$ cat src/rtl/toy_bus_ack_pipe_fifo.sv
// Ack-beat buffering stage behind the ToyBusAck arbiter: registered-count ready/valid
// breaks the out_rdy -> in_rdy path, plus a sticky check of tgt_id against LOCAL_ID.
module toy_bus_ack_pipe_fifo #(
  parameter int        DEPTH    = 2,
  parameter int        CNT_W    = 5,
  parameter logic [3:0] LOCAL_ID = 4'h0
) (
  input  logic         clk,
  input  logic         rst_n,
  input  logic         in_vld,
  output logic         in_rdy,
  input  logic         in_opcode,
  input  logic [255:0] in_data,
  input  logic [9:0]   in_sideband,
  input  logic [3:0]   in_src_id,
  input  logic [3:0]   in_tgt_id,
  output logic         out_vld,
  input  logic         out_rdy,
  output logic         out_opcode,
  output logic [255:0] out_data,
  output logic [9:0]   out_sideband,
  output logic [3:0]   out_src_id,
  output logic [3:0]   out_tgt_id,
  output logic [CNT_W-1:0] occupancy,
  output logic         misroute_err,
  input  logic         err_clr
);

  localparam int PTR_W  = (DEPTH > 1) ? $clog2(DEPTH) : 1;
  localparam int BEAT_W = 1 + 256 + 10 + 4 + 4;

  logic [BEAT_W-1:0] mem_q [DEPTH];
  logic [PTR_W-1:0]  wr_ptr_q, wr_ptr_d;
  logic [PTR_W-1:0]  rd_ptr_q, rd_ptr_d;
  logic [CNT_W-1:0]  count_q, count_d;
  logic              err_q, err_d;
  logic              push, pop;
  logic [BEAT_W-1:0] head;

  // Handshake decodes depend only on registered count, never on in_vld/out_rdy.
  assign in_rdy  = (count_q != CNT_W'(DEPTH));
  assign out_vld = (count_q != '0);
  assign push    = in_vld & in_rdy;
  assign pop     = out_vld & out_rdy;

  always_comb begin
    wr_ptr_d = wr_ptr_q;
    rd_ptr_d = rd_ptr_q;
    if (push) wr_ptr_d = (wr_ptr_q == PTR_W'(DEPTH-1)) ? '0 : wr_ptr_q + PTR_W'(1);
    if (pop)  rd_ptr_d = (rd_ptr_q == PTR_W'(DEPTH-1)) ? '0 : rd_ptr_q + PTR_W'(1);
    count_d = count_q + {{(CNT_W-1){1'b0}}, push} - {{(CNT_W-1){1'b0}}, pop};
    err_d   = err_q;
    if (err_clr) err_d = 1'b0;
    if (push && (in_tgt_id != LOCAL_ID)) err_d = 1'b1;
  end

  always_ff @(posedge clk or negedge rst_n) begin
    if (!rst_n) begin
      wr_ptr_q <= '0;
      rd_ptr_q <= '0;
      count_q  <= '0;
      err_q    <= 1'b0;
    end else begin
      wr_ptr_q <= wr_ptr_d;
      rd_ptr_q <= rd_ptr_d;
      count_q  <= count_d;
      err_q    <= err_d;
    end
  end

  // Payload storage carries no reset; out_vld masking hides stale entries.
  always_ff @(posedge clk) begin
    if (push) mem_q[wr_ptr_q] <= {in_opcode, in_data, in_sideband, in_src_id, in_tgt_id};
  end

  assign head = mem_q[rd_ptr_q] & {BEAT_W{out_vld}};
  assign {out_opcode, out_data, out_sideband, out_src_id, out_tgt_id} = head;
  assign occupancy    = count_q;
  assign misroute_err = err_q;

endmodule

$ cat config.mk
export PLATFORM = sky130hd
export DESIGN_NAME = toy_bus_ack_pipe_fifo
export DESIGN_NICKNAME = d
export VERILOG_FILES = /design/src/rtl/toy_bus_ack_pipe_fifo.sv
export SDC_FILE = /design/constraint.sdc
export NUM_CORES = 1
export LEC_CHECK = 0
export ABC_AREA = 1
export CAP_MARGIN = 25
export CORE_ASPECT_RATIO = 0.7
export CORE_UTILIZATION = 38
export DETAILED_ROUTE_END_ITERATION = 7
export MAX_ROUTING_LAYER = met4
export SLEW_MARGIN = 0
export SYNTH_ARGS = -nofsm -noshare
export SYNTH_HDL_FRONTEND = slang
export SYNTH_SLANG_ARGS = --single-unit
$ cat constraint.sdc
create_clock -name clk -period 16.2 [get_ports clk]
set_clock_uncertainty 0.15 [all_clocks]
set_input_delay 3.24 -clock clk [delete_from_list [all_inputs] [get_ports clk]]
set_output_delay 3.24 -clock clk [all_outputs]
set_load 0.05 [all_outputs]
## Yosys cells after proc, flatten, opt, wreduce, memory -nomap -nowiden

Memory sizes are Yosys's and may differ from the RTL's.
Cells that the tools add are included.

| cells by class | value |
|---|---|
| bitwise operators | 3 |
| add/subtract/negate cells | 4 |
| equal/unequal tests | 1 |
| reductions and logical operators | 4 |
| mux-type cells | 6 |

Operators by type and width:

| kind | number |
|---|---|
| $and A275 B275 Y275 | 1 |
| $mux W1 | 6 |
| $add A5 B1 Y5 | 1 |
| $ne A5 B2 Y1 const B | 1 |
| $reduce_bool A5 Y1 | 1 |
| $sub A5 B1 Y5 | 1 |
| $reduce_bool A4 Y1 | 1 |
| $add A1 B1 Y1 const B | 2 |
| $and A1 B1 Y1 | 2 |
| $reduce_bool A2 Y1 | 1 |
| $logic_and A1 B1 Y1 | 1 |

| word-level totals | value |
|---|---|
| register bits after elaboration | 8 |
| bits in writable memories | 550 |
| memories | 1 |
| bits of input ports | 280 |
| logic and storage cells | 23 |

Memories:

| name | words | bits a word | read ports | clocked after Yosys merged registers in | write ports | line | RTL |
|---|---|---|---|---|---|---|---|
| mem_q | 2 | 275 | 1 | 0 | 1 | 32 | `logic [BEAT_W-1:0] mem_q [DEPTH];` |

## Depth between registers and ports, before layout

| logic depth | value |
|---|---|
| word-level depth | 4 |
| depth in mapped cells | 14 |

## Worst setup path before layout

No wires, ideal clock.

| path | value |
|---|---|
| path type | in2reg |
| from | input in_vld |
| to | memory mem_q[1][0] (netlist name), enable pin |
| arrival | 14.753 ns |
| buffers on the path | 0 |
| data required time | 15.132 ns |
| stages | 2 |
| path slack | 0.379 ns |
| cell sequence | nand2_1 -> nor2_1 |

| between the ends | value |
|---|---|
| cells in the longest elaborated chain, start to end | 3 |

Ends and longest elaborated chain:

| what | line | RTL |
|---|---|---|
| start, declared | 10 | `input logic in_vld,` |
| $and A1 B1 Y1 | 43 | `assign push = in_vld & in_rdy;` |
| $mux W1 | 73 | `if (push) mem_q[wr_ptr_q] <= {in_opcode, in_data, in_sideband, in_src_id, in_tgt_id};` |
| $mux W1 (not written as such) | 73 |  |
| end, declared | 32 |  |

No other way between the ends.

## Worst setup path in the final report

| path | value |
|---|---|
| from | register rd_ptr_q |
| to | output out_data[144] |

| between the ends | value |
|---|---|
| cells in the longest elaborated chain, start to end | 2 |

Ends and longest elaborated chain:

| what | line | RTL |
|---|---|---|
| start, declared | 34 | `logic [PTR_W-1:0] rd_ptr_q, rd_ptr_d;` |
| start signal, assigned | 65 | `rd_ptr_q <= rd_ptr_d;` |
| $mem_v2 Z2 W275 | n/a |  |
| $and A275 B275 Y275 | 76 | `assign head = mem_q[rd_ptr_q] & {BEAT_W{out_vld}};` |
| end, declared | 20 | `output logic [255:0] out_data,` |

No other way between the ends.

==> results.json <==
{
  "fmax_mhz": 118.6,
  "syn_inst": 2078,
  "critPathLaunchType": "flop",
  "drt-pass1-iter-count": 5,
  "overflow": 0,
  "numCtsBuffers": 54,
  "worstHoldPathType": "flop to flop",
  "die_w_um": 295.0,
  "clock-sinks": 558,
  "cts-resized-gates": 0,
  "timing.rr.start": "occupancy[2]",
  "postCtsSetupRepairBufs": 0,
  "syn_avg_cell_area_sq_um": 10.99,
  "dp_hpwl_um": 37460,
  "status": "completed",
  "power_uw": 6388,
  "slew_viol_final": 0,
  "insertion_delay_ps": 590,
  "io-pin-count": 563,
  "cts_max_level": 2,
  "nets": 2910,
  "whs_ps": 323.0,
  "synth_top_area_share_pct": 72.34,
  "drive_gt1_share_pct": 3.681,
  "setup_tns_ps": 0,
  "whs_path_depth": 2,
  "gr-usage-all-layers_pct": 19.26,
  "drtAntennaViolNets": 0,
  "initial_core_util_pct": 38.77,
  "die_h_um": 207.1,
  "cp_slowest_stage_delay_ps": 880,
  "pwr-share-comb_pct": 50.1,
  "hold_violations": 0,
  "dieArea_sq_um": 61080,
  "synth_seq_area_share_pct": 73.22,
  "synth_area_leaders": "edfxtp_1, nand2_1, inv_1",
  "yosysWarnings": 0,
  "synthToLayoutAreaGrowth_pct": 34.64,
  "power.density_nw_per_um2": 207.8,
  "final_util_pct": 52.20,
  "cp_top_family": "buffers and inverters",
  "pwr-share-clk_pct": 18.7,
  "ctsHoldBuffers": 0,
  "vias_per_cell": 4.447,
  "cts-root-buf": "clkbuf_16",
  "antenna_found_initial": 21,
  "crit_path_end_kind": "primary output",
  "slew_headroom_pct": 30.46,
  "pwr-share-seq_pct": 31.1,
  "worstPathArrival_ps": 5040,
  "placementRows": 74,
  "drv_cap": 0,
  "post_dp_cell_area_sq_um": 29010,
  "path_buf_inv": 5,
  "coreArea_sq_um": 58890,
  "layout_common_cells": "nand2_1, clkdlybuf4s50_1, edfxtp_1",
  "crit_type": "flop to primary output",
  "rr_worst_depth": 8,
  "syn_area_sq_um": 22830,
  "grt_pass1_wl_um": 87850,
  "routed-via-count": 15480,
  "wirelength_um": 58100,
  "portBuffers": 562,
  "peakVddDrop_mv": 0.1271,
  "worst_hold_path.endpoint": "wr_ptr_q",
  "required_ps": 12810,
  "p_sw_uw": 2873,
  "p_leak_uw": 0.01361,
  "r2r_end": "mem_q[1][240]",
  "p_int_uw": 3514,
  "p_sw_share_pct": 44.98,
  "synth_nets": 2365,
  "yosysTopAreaCell": "edfxtp_1",
  "tightestPinTransition_ps": 1043,
  "synth-seq-cells": 558,
  "clk_transition_reported_paths_ps": 60,
  "final_area_sq_um": 30740,
  "grt_pass1_vias": 15340,
  "fill_cells": 5156,
  "cts_tree": "built",
  "ys_types": 19,
  "grt_max_degree": 106,
  "gp_congestion": 0.8046,
  "ctsLongestPathBuffers": 3,
  "setup-violations-final": 0,
  "min_period_over_period_pct": 52.04,
  "drt_iter0_markers": 888,
  "drc": 0,
  "cp_max_fo": 105,
  "path_cells": "inv_8 > buf_4 > buf_4 > nand2_1 > nand2_1 > nand2_1 > inv_1 > clkdlybuf4s50_1",
  "rsz0062_at_grt": "no",
  "cpMostUsedCell": "nand2_1",
  "final_common_cell": "nand2_1",
  "finalCriticalPeriod_ps": 8431,
  "wl_per_cell_um": 16.69,
  "critPathSlowestCell": "buf_4",
  "reg2reg_slack_ps": 12440,
  "min_from": "wr_ptr_q"
}
## cell type report
cell class / count / area, sq um / area share, %
Sequential cell: 558 / 16720 / 54.39
Timing Repair Buffer: 580 / 5813 / 18.91
Multi-Input combinational cell: 1141 / 4398 / 14.31
Clock buffer: 79 / 1549 / 5.039
Inverter: 288 / 1096 / 3.566
Tap cell: 798 / 998.5 / 3.248
Clock inverter: 16 / 111.4 / 0.3623
Antenna cell: 21 / 52.55 / 0.1710
## metal layers
metal | global-route usage [%] | up-vias | share of wire (%)
li1 | - | 7623 | -
met1 | 23.59 | 7344 | 42
met2 | 30.30 | 442 | 48
met3 | 6.738 | 72 | 8.7
met4 | 4.921 | 0 | 1.8
met5 | - | - | 0
## power groups by stage
stage          sequential (uW)  combinational [uW]  clock [uW]
6_report                  1990                3200        1200
5_1_grt                   2020                3420        1280
4_1_cts                   1990                3240        1230
3_5_place_dp              2020                3220           0
3_3_place_gp              2010                3210           0
2_1_floorplan             2120                2160           0
## worst reg2reg max path, stage by stage (launching register included)
cell and delay, ps:
dfrtp_1 380, inv_1 80, ha_1 250, nand3_1 160
nand2_1 150, nor2_4 460, buf_4 550, buf_16 300
buf_4 780
## synthesized netlist by cell type (all sizes together)
library cell  instances
nand3                 9
clkbuf                4
ha                    6
inv                 288
xor2                  1
buf                  87
nor2                  4
nand2              1118
dfrtp                 8
fa                    1
a21oi                 2
edfxtp              550
## state kept, by name, indices dropped and copies added, names as in the netlist
register	count
rd_ptr_q	1
occupancy	5
mem_q	550
misroute_err	1
wr_ptr_q	1
## logic make-up (layout without fill, tap and decap cells)
logic type | count (synthesis) | count (layout) | synth area share (%)
xor+xnor | 1 | 1 | 0.03837
buf+inv | 379 | 963 | 7.547
compound gates | 2 | 2 | 0.04385
fa+ha+maj | 7 | 7 | 0.4165
simple gates | 1131 | 1131 | 18.73
flops | 558 | 558 | 73.22
other cells | 0 | 21 | 0
## metrics by stage
step	setup WS, ps	std cells
after global placement	8256	3362
after CTS	7642	3459
after detailed placement	8287	3364
final	7769	3481
after global routing	7420	3481
after floorplan	379.5	2078
## worst max-delay path by stage
stage	from	to	slack, ps	depth (start not counted)
floorplan	in_vld	mem_q[1][0]	380	2
global placement	rd_ptr_q	out_data[144]	8260	8
detailed placement	rd_ptr_q	out_data[144]	8290	8
CTS	rd_ptr_q	out_data[144]	7640	8
global route	rd_ptr_q	out_data[22]	7420	8
finish	rd_ptr_q	out_data[144]	7770	8
Note: power is estimated with default switching activity, not from simulation.
